### src/rtl/lsm_pkg.sv
// Shared definitions for the liquid-state-machine reservoir.
// The phase codes below are decoded by the neuron RTL as well as by the sequencer.
package lsm_pkg;

    typedef logic [2:0] phase_t;

    localparam phase_t PH_CLEAR   = 3'b000;
    localparam phase_t PH_LEAK    = 3'b001;
    localparam phase_t PH_INPUT   = 3'b010;
    localparam phase_t PH_RECUR   = 3'b011;
    localparam phase_t PH_INTEG   = 3'b100;
    localparam phase_t PH_FIRE    = 3'b101;
    localparam phase_t PH_COLLECT = 3'b110;
    localparam phase_t PH_IDLE    = 3'b111;

    localparam int DEF_N_IN   = 8;
    localparam int DEF_N_RES  = 16;
    localparam int DEF_CNT_W  = 6;
    localparam int DEF_STEP_W = 10;

endpackage

### src/rtl/lsm_index_counter.sv
// Loadable 1..LIMIT index counter; wraps back to 0 after LIMIT so the index
// bus reads 0 whenever its phase is not active.
module lsm_index_counter #(
    parameter int LIMIT = 8,
    parameter int CNT_W = 6
) (
    input  logic             Clk,
    input  logic             Rst,
    input  logic             load,
    input  logic             adv,
    output logic [CNT_W-1:0] cnt,
    output logic             last
);

    localparam logic [CNT_W-1:0] LIM = CNT_W'(LIMIT);

    // NOTE: sequential state uses <= only, so every reader of cnt sees the pre-edge value.
    always_ff @(posedge Clk) begin
        if (Rst) begin
            cnt <= '0;
        end else if (load) begin
            cnt <= CNT_W'(1);
        end else if (adv) begin
            cnt <= last ? '0 : cnt + CNT_W'(1);
        end
    end

    assign last = (cnt == LIM);

endmodule

### src/rtl/lsm_phase_sequencer.sv
// Reservoir phase sequencer: walks every neuron through one timestep per input vector.
// Optional macro LSM_SKIP_SILENT_EN skips INPUT/RECUR when their spike vector is all zero.
module lsm_phase_sequencer
    import lsm_pkg::*;
#(
    parameter int N_IN   = DEF_N_IN,
    parameter int N_RES  = DEF_N_RES,
    parameter int CNT_W  = DEF_CNT_W,
    parameter int STEP_W = DEF_STEP_W
) (
    input  logic              Clk,
    input  logic              Rst,
    input  logic              start,
    input  logic [STEP_W-1:0] num_steps,
    input  logic              in_valid,
    output logic              in_ready,
    input  logic [N_IN-1:0]   in_spikes,
    input  logic [N_RES-1:0]  neuron_spikes,
    output logic [2:0]        state,
    output logic [CNT_W-1:0]  cnt_i,
    output logic [CNT_W-1:0]  cnt_r,
    output logic [N_IN-1:0]   InputSpike,
    output logic [N_RES-1:0]  InternalSpike,
    output logic              out_valid,
    output logic [N_RES-1:0]  step_spikes,
    output logic              busy,
    output logic              done
);

    typedef enum logic [3:0] {
        S_IDLE, S_CLEAR, S_FETCH, S_LEAK, S_INPUT, S_RECUR, S_INTEG, S_FIRE, S_COLLECT
    } fsm_t;

    fsm_t              fsm;
    logic [STEP_W-1:0] steps_q;
    logic [STEP_W-1:0] step_cnt;
    logic [STEP_W-1:0] step_next;
    logic              skip_input, skip_recur;
    logic              i_load, i_adv, i_last;
    logic              r_load, r_adv, r_last;

`ifdef LSM_SKIP_SILENT_EN
    assign skip_input = (InputSpike == '0);
    assign skip_recur = (InternalSpike == '0);
`else
    assign skip_input = 1'b0;
    assign skip_recur = 1'b0;
`endif

    assign step_next = step_cnt + STEP_W'(1);
    assign i_load    = (fsm == S_LEAK) && !skip_input;
    assign i_adv     = (fsm == S_INPUT);
    assign r_load    = !skip_recur &&
                       (((fsm == S_LEAK) && skip_input) || ((fsm == S_INPUT) && i_last));
    assign r_adv     = (fsm == S_RECUR);

    lsm_index_counter #(.LIMIT(N_IN), .CNT_W(CNT_W)) u_cnt_i (
        .Clk(Clk), .Rst(Rst), .load(i_load), .adv(i_adv), .cnt(cnt_i), .last(i_last)
    );

    lsm_index_counter #(.LIMIT(N_RES), .CNT_W(CNT_W)) u_cnt_r (
        .Clk(Clk), .Rst(Rst), .load(r_load), .adv(r_adv), .cnt(cnt_r), .last(r_last)
    );

    always_ff @(posedge Clk) begin
        if (Rst) begin
            fsm           <= S_IDLE;
            state         <= PH_IDLE;
            steps_q       <= '0;
            step_cnt      <= '0;
            InputSpike    <= '0;
            InternalSpike <= '0;
            step_spikes   <= '0;
            in_ready      <= 1'b0;
            out_valid     <= 1'b0;
            busy          <= 1'b0;
            done          <= 1'b0;
        end else begin
            // NOTE: pulse outputs default low here, so any branch that sets them lasts one cycle.
            out_valid <= 1'b0;
            done      <= 1'b0;
            case (fsm)
                S_IDLE: if (start) begin
                    steps_q       <= (num_steps == '0) ? STEP_W'(1) : num_steps;
                    step_cnt      <= '0;
                    InternalSpike <= '0;
                    busy          <= 1'b1;
                    state         <= PH_CLEAR;
                    fsm           <= S_CLEAR;
                end
                S_CLEAR: begin
                    in_ready <= 1'b1;
                    state    <= PH_IDLE;
                    fsm      <= S_FETCH;
                end
                S_FETCH: if (in_valid && in_ready) begin
                    InputSpike <= in_spikes;
                    in_ready   <= 1'b0;
                    state      <= PH_LEAK;
                    fsm        <= S_LEAK;
                end
                S_LEAK: begin
                    if (!skip_input) begin
                        state <= PH_INPUT;
                        fsm   <= S_INPUT;
                    end else if (!skip_recur) begin
                        state <= PH_RECUR;
                        fsm   <= S_RECUR;
                    end else begin
                        state <= PH_INTEG;
                        fsm   <= S_INTEG;
                    end
                end
                S_INPUT: if (i_last) begin
                    state <= skip_recur ? PH_INTEG : PH_RECUR;
                    fsm   <= skip_recur ? S_INTEG : S_RECUR;
                end
                S_RECUR: if (r_last) begin
                    state <= PH_INTEG;
                    fsm   <= S_INTEG;
                end
                S_INTEG: begin
                    state <= PH_FIRE;
                    fsm   <= S_FIRE;
                end
                S_FIRE: begin
                    state <= PH_COLLECT;
                    fsm   <= S_COLLECT;
                end
                S_COLLECT: begin
                    InternalSpike <= neuron_spikes;
                    step_spikes   <= neuron_spikes;
                    out_valid     <= 1'b1;
                    step_cnt      <= step_next;
                    state         <= PH_IDLE;
                    if (step_next == steps_q) begin
                        done <= 1'b1;
                        busy <= 1'b0;
                        fsm  <= S_IDLE;
                    end else begin
                        in_ready <= 1'b1;
                        fsm      <= S_FETCH;
                    end
                end
                default: begin
                    state <= PH_IDLE;
                    fsm   <= S_IDLE;
                end
            endcase
        end
    end

endmodule

### config.mk
export PLATFORM = sky130hd
export DESIGN_NAME = lsm_phase_sequencer
export DESIGN_NICKNAME = d
export VERILOG_FILES = /design/src/rtl/lsm_pkg.sv /design/src/rtl/lsm_index_counter.sv /design/src/rtl/lsm_phase_sequencer.sv
export SDC_FILE = /design/constraint.sdc
export NUM_CORES = 1
export LEC_CHECK = 0
export CORE_ASPECT_RATIO = 2
export CORE_MARGIN = 1
export CORE_UTILIZATION = 25
export CTS_BUF_LIST = sky130_fd_sc_hd__clkbuf_2
export DETAILED_ROUTE_END_ITERATION = 10
export DONT_BUFFER_PORTS = 1
export SLEW_MARGIN = 20
export SYNTH_ARGS = -nofsm -noshare
export SYNTH_HDL_FRONTEND = slang
export SYNTH_SLANG_ARGS = --single-unit
export TNS_END_PERCENT = 20
### constraint.sdc
create_clock -name Clk -period 5 [get_ports Clk]
set_input_delay 0.75 -clock Clk [delete_from_list [all_inputs] [get_ports Clk]]
set_output_delay 0.75 -clock Clk [all_outputs]
set_load 0.01 [all_outputs]
==> results of run 1 <==
## cells in the mapped netlist (6+ instances only)
library cell   n
dfxtp_1       83
nor3_1         9
a22o_1        17
a21oi_1       32
nor2_1        56
inv_1          7
buf_2          7
clkbuf_1       9
mux2i_1       20
nand4_1        6
nand2_1       58
xnor2_1        8
xor2_1        13
o21ai_0       10
## cells in the final DEF (no fill, tap or decap), drive strengths merged, types with 3 or more instances in the layout
cell	instances
nor4	6
o21ai	10
nand2b	6
o211ai	3
nor3	11
xor2	13
xnor2	8
nor2b	4
a21oi	32
a22o	17
nor2	57
dfxtp	83
ha	5
inv	13
nand2	58
clkbuf	9
nand4	6
nand3	5
mux2i	20
and2	3
## per-stage QoR
step	hold slack [ns]	power (µW)	setup slack (ns)	instance area [µm²]	std cells
floorplan	0.4705	806.9	3.113	3627	412
finish	0.2149	1168	2.134	3846	593
detailed placement	0.4983	818.5	2.182	3730	576
global route	0.1129	1225	1.902	3846	593
global placement	0.4922	815.0	2.259	3730	576
CTS	0.1407	1185	2.156	3844	592
## sequential cells by signal, summed over array words and instances, names as in the netlist
signal,cells
InternalSpike,16
busy,1
InputSpike,8
in_ready,1
step_spikes,16
out_valid,1
u_cnt_i.cnt,6
steps_q,10
step_cnt,10
done,1
state,3
u_cnt_r.cnt,6
fsm,4
## critical path, delay by kind of cell, from the launching register on
| family | cells | cell delay (ns) |
|---|---|---|
| and+or+nand+nor | 4 | 1.68 |
| DFF | 1 | 0.83 |
| AOI/OAI and AO/OA | 2 | 0.28 |
## power by group through the flow
stage               Sequential (µW)  Clock, µW  Combinational [µW]
global route                    715        405                 106
global placement                722          0                92.8
detailed placement              723          0                95.3
CTS                             711        378                95.8
floorplan                       708          0                98.7
finish                          711        362                94.8
## area by class of cell
cell class / instances / share of cell area
clock inverters: 7 / 0.01789
multi-input cells: 294 / 0.4655
clock buffers: 9 / 0.01171
flip-flops and latches: 83 / 0.4320
repair buffers: 1 / 0.001952
inverters: 9 / 0.008783
diodes: 1 / 0.0006506
well taps: 189 / 0.06148
## per-layer routing
| layer | part of all wire | global-route usage |
|---|---|---|
| met1 | 0.33 | 0.09900 |
| met2 | 0.58 | 0.2489 |
| met3 | 0.046 | 0.03103 |
| met4 | 0.036 | 0.06700 |
| met5 | 0 | 0 |
## path summary, 6_finish.rpt
path / startpoint / to / slack, ns / cells past startpoint
hold / removal: Rst / u_cnt_r.cnt[0] / 0.21 / 1
setup reg to reg: fsm[0] / step_cnt[6] / 2.13 / 6
hold reg to reg: step_cnt[9] / step_cnt[9] / 0.52 / 2
setup / recovery: fsm[0] / step_cnt[6] / 2.13 / 6
## kinds of logic after synthesis
group / Yosys count / share of synthesized area
compound gates: 82 / 0.1525
xor+xnor: 21 / 0.05071
fa+ha+maj: 5 / 0.01725
buf+inv: 35 / 0.04829
flops: 83 / 0.4581
mux: 20 / 0.05519
simple gates: 166 / 0.2180
==> metrics.txt, run 1 <==
run status=finished, final reports clean; Worst slew margin=0.4681; number of synthesized flops with an enable pin=0; Multi-input gate area=1790 µm²; Worst Skew=0.03704 ns; CTS tree=yes; Final setup viols=0; CTS Buf Count=9; Most used DFF post-synth=dfxtp_1; crit path DAT=3.36 ns; IO buf count=0; first-pass GRT wire length=13,770 µm; Final ANT Viol Nets=0; root buffer cell=clkbuf_2; Clk pwr share=0.310; Worst-Margin Slew=0.7956 ns; die width=87.18 µm; Crit Path Class=register to register; cts hold-fix bufs=0; Max Slew Vio Count=0; Pwr Density=303.6 nW/µm²; Routed WL=9122 µm; die height=172.3 µm; vias in the first global route=2,859; peak supply drop=0.1021 mV; Max Cap Viol=0; Post-CTS Repair Setup Buffers=0; Worst Hold Class=primary input to register; crit path max fanout=18; switching pwr=360.8 µW; core area=14,040 µm²; Seq. cell area=1662 µm²; GPL Wtd Cong=0.8378; vias=2,863; 1st-iter DRT viols=93; GRT Total Usage=0.1211; Synth top area share=0.4581; cell area after synthesis=3627 µm²; Area Growth Syn to Fin=6.037%; largest net degree at the start of global routing=55; syn_area_per_cell=8.804 µm²; Worst-Skew Late Latency=0.58 ns; min cycle time layout=2.866 ns; drt pass-1 iters=4; final layout net count=441; clk slew on worst S/H paths=0.27 ns; Initial Util=0.2583; die area=15,020 µm²; share of cells above drive strength 1=0.07444; antenna violations before repair=1; gr ovfl total=0; LEAKAGE=0.001430 µW; final hold vios=0; Yosys reg bits=83; yosys warns=0; clock buffer depth=2; filler cell count=1,525; Slowest-stage cell, CP=dfxtp_1; area leader, netlist=dfxtp_1; Syn Nets=455; PostCTS Resize Cnt=0; Via density=4.828; sequential element share of the synthesized area=0.4581; Int Power=806.7 µW; DRC errors left=0; f_max=348.9 MHz; drt wl/cell=15.38 µm; Sw Ratio=0.3090; setup_tns=0 ns; Unique masters post-synth=54; period utilisation layout=0.5733; Logic pwr share=0.081; Required @ worst endpoint=5.49 ns; Sequential Power Share=0.609; gate count after technology mapping=412; dominant cells by area after synthesis=dfxtp_1, nand2_1, nor2_1; Async S/R FF share, synth=0; Setup crit end kind=register; TritonCTS Sinks=83; utilization after layout=0.2739; startpoint type of the worst setup path=register; num ports=97; Crit path largest cell delay=0.83 ns; CP Cell Sequence=nor2_1 > nand3_1 > nand2_1 > nor2_2 > o21ai_0 > o41ai_1; RSZ-0062 raised after global routing=false; CTS HTree Levels=3; half-perimeter wire length after placement=6786 µm; FP Rows=61
Power figures use the tool's default switching activity.
==> inputs of run 2 (changes only) <==
clock period = 2.3 ns   (was 5 ns; I/O delays follow)
==> run 2 against run 1 <==
  * Die area unchanged
  * Highest routed layer unchanged
  * First-iteration DRC count up 54%
  * Non-clock buffer count up 43
  * Largest power group unchanged
  * Sequential share of layout area down 4.3 points
  * Cell count up 7.3%
==> metrics.txt, run 2 (same netlist as run 1, synthesis figures left out) <==
run status=finished, final reports clean (unchanged); largest net degree at the start of global routing=54 (was 55); cts hold-fix bufs=36 (was 0); die height=172.3 µm (unchanged); Worst path top cell family by delay=simple AND/OR/NAND/NOR gates (unchanged); Final setup viols=0 (unchanged); switching pwr=734.3 µW (was 360.8 µW); crit path max fanout=9 (was 18); RSZ-0062 raised after global routing=false (unchanged); clk slew on worst S/H paths=0.22 ns (was 0.27 ns); Sequential Power Share=0.590 (was 0.609); FP Rows=61 (unchanged); top flop regs=InternalSpike x16, step_spikes x16 (unchanged); CTS HTree Levels=3 (unchanged); final layout net count=484 (was 441); core area=14,040 µm² (unchanged); gr ovfl total=0 (unchanged); Worst slew margin=0.6136 (was 0.4681); half-perimeter wire length after placement=6960 µm (was 6786 µm); WP buf/inv=0 (unchanged); Worst Hold Class=primary input to register (unchanged); Initial Util=0.2583 (unchanged); drt wl/cell=15.76 µm (was 15.38 µm); Final Instance Count excl. Fillers=636 (was 593); Logic pwr share=0.116 (was 0.081); first-pass GRT wire length=15,370 µm (was 13,770 µm); drt pass-1 iters=4 (unchanged); final hold vios=0 (unchanged); peak supply drop=0.2065 mV (was 0.1021 mV); vias in the first global route=3,026 (was 2,859); period utilisation layout=0.9067 (was 0.5733); 1st-iter DRT viols=143 (was 93); Clk pwr share=0.295 (was 0.310); DRC errors left=0 (unchanged); LEAKAGE=0.001628 µW (was 0.001430 µW); Post-CTS Repair Setup Buffers=0 (unchanged); Required @ worst endpoint=2.77 ns (was 5.49 ns); share of cells above drive strength 1=0.08296 (was 0.07444); num ports=97 (unchanged); Max Slew Vio Count=0 (unchanged); most frequent cells in the layout=dfxtp_1, nand2_1, nor2_1, dlygate4sd3_1, a21oi_1 (was dfxtp_1, nand2_1, nor2_1, a21oi_1, mux2i_1); PostCTS Resize Cnt=0 (unchanged); Crit Path Class=register to register (unchanged); vias=3,096 (was 2,863); Worst-Skew Late Latency=0.56 ns (was 0.58 ns); antenna violations before repair=1 (unchanged); f_max=479.5 MHz (was 348.9 MHz); Sw Ratio=0.2819 (was 0.3090); min cycle time layout=2.085 ns (was 2.866 ns); setup_tns=0 ns (unchanged); Area Growth Syn to Fin=17.70% (was 6.037%); DP Cell Count=583 (was 576); Worst-Margin Slew=0.5761 ns (was 0.7956 ns); startpoint type of the worst setup path=register (unchanged); die width=87.18 µm (unchanged); Final ANT Viol Nets=0 (unchanged); Crit path largest cell delay=0.56 ns (was 0.83 ns); Pwr Density=610.2 nW/µm² (was 303.6 nW/µm²); die area=15,020 µm² (unchanged); Slowest-stage cell, CP=dfxtp_1 (unchanged); crit path DAT=2.56 ns (was 3.36 ns); CTS tree=yes (unchanged); GRT Total Usage=0.1363 (was 0.1211); Multi-input gate area=1790 µm² (unchanged); clock buffer depth=2 (unchanged); CP Cell Sequence=and3_1 > nand4_1 > xnor2_1 > o2111ai_1 > nor3_2 > o32ai_1 (was nor2_1 > nand3_1 > nand2_1 > nor2_2 > o21ai_0 > o41ai_1); CTS Buf Count=9 (unchanged); Worst Skew=0.01919 ns (was 0.03704 ns); GPL Wtd Cong=0.8378 (unchanged); IO buf count=0 (unchanged); filler cell count=1,521 (was 1,525); Max Cap Viol=0 (unchanged); Routed WL=10,030 µm (was 9122 µm); Seq. cell area=1662 µm² (unchanged); root buffer cell=clkbuf_2 (unchanged); Via density=4.868 (was 4.828); TritonCTS Sinks=83 (unchanged); Setup crit end kind=register (unchanged); most common cell after layout, fill and taps aside=dfxtp_1 (unchanged); Int Power=1871 µW (was 806.7 µW)
==> run 2: changes by cell type in the layout (fill, tap and decap cells not counted) <==
cell | before | now
inv_6 | 1 | 0
dlygate4sd3_1 | 0 | 35
bufinv_16 | 0 | 1
clkinv_1 | 1 | 2
buf_4 | 1 | 8
clkbuf_2 | 9 | 10
inv_8 | 4 | 0
clkinv_2 | 0 | 3
clkinvlp_4 | 2 | 1
buf_16 | 0 | 1
==> run 2: path summary, 6_finish.rpt <==
path / startpoint / endpoint / slack (ns) / depth (start not counted)
setup / recovery: step_cnt[2] / in_ready / 0.21 / 6
hold / removal: Rst / done / 0.06 / 2
setup reg to reg: step_cnt[2] / in_ready / 0.21 / 6
hold reg to reg: step_spikes[12] / step_spikes[12] / 0.52 / 2
==> run 2: final cells by class <==
type | count | area share
clock buffers | 10 | 0.01172
flip-flops and latches | 83 | 0.3892
diodes | 1 | 0.0005862
well taps | 189 | 0.05539
inverters | 9 | 0.007913
clock inverters | 6 | 0.01319
repair buffers | 44 | 0.1026
multi-input cells | 294 | 0.4194
==> run 2: routing by layer <==
metal | global-route usage | wire (µm)
met1 | 0.1225 | 3418
met2 | 0.2609 | 5710
met3 | 0.03198 | 445
met4 | 0.09266 | 449
met5 | 0 | 0
==> run 2: power groups by stage <==
| stage | combinational (µW) | sequential (µW) | clock [µW] |
|---|---|---|---|
| after floorplan | 215 | 1540 | 0 |
| after global placement | 220 | 1560 | 0 |
| after detailed placement | 226 | 1570 | 0 |
| after CTS | 300 | 1540 | 803 |
| after global routing | 335 | 1540 | 857 |
| final | 301 | 1540 | 767 |
==> run 2: per-stage QoR <==
step	hold WS [ns]	total power, µW	utilization	instance area (µm²)	worst slack (ns)
after floorplan	0.4705	1754	-	3627	0.6208
final	0.05532	2605	0.3040	4269	0.2146
after detailed placement	0.4226	1792	0.2693	3782	0.2580
after CTS	0.01663	2641	0.3038	4267	0.2219
after global placement	0.4223	1785	0.2693	3782	0.3905
after global routing	0.01296	2737	0.3040	4269	0.03783
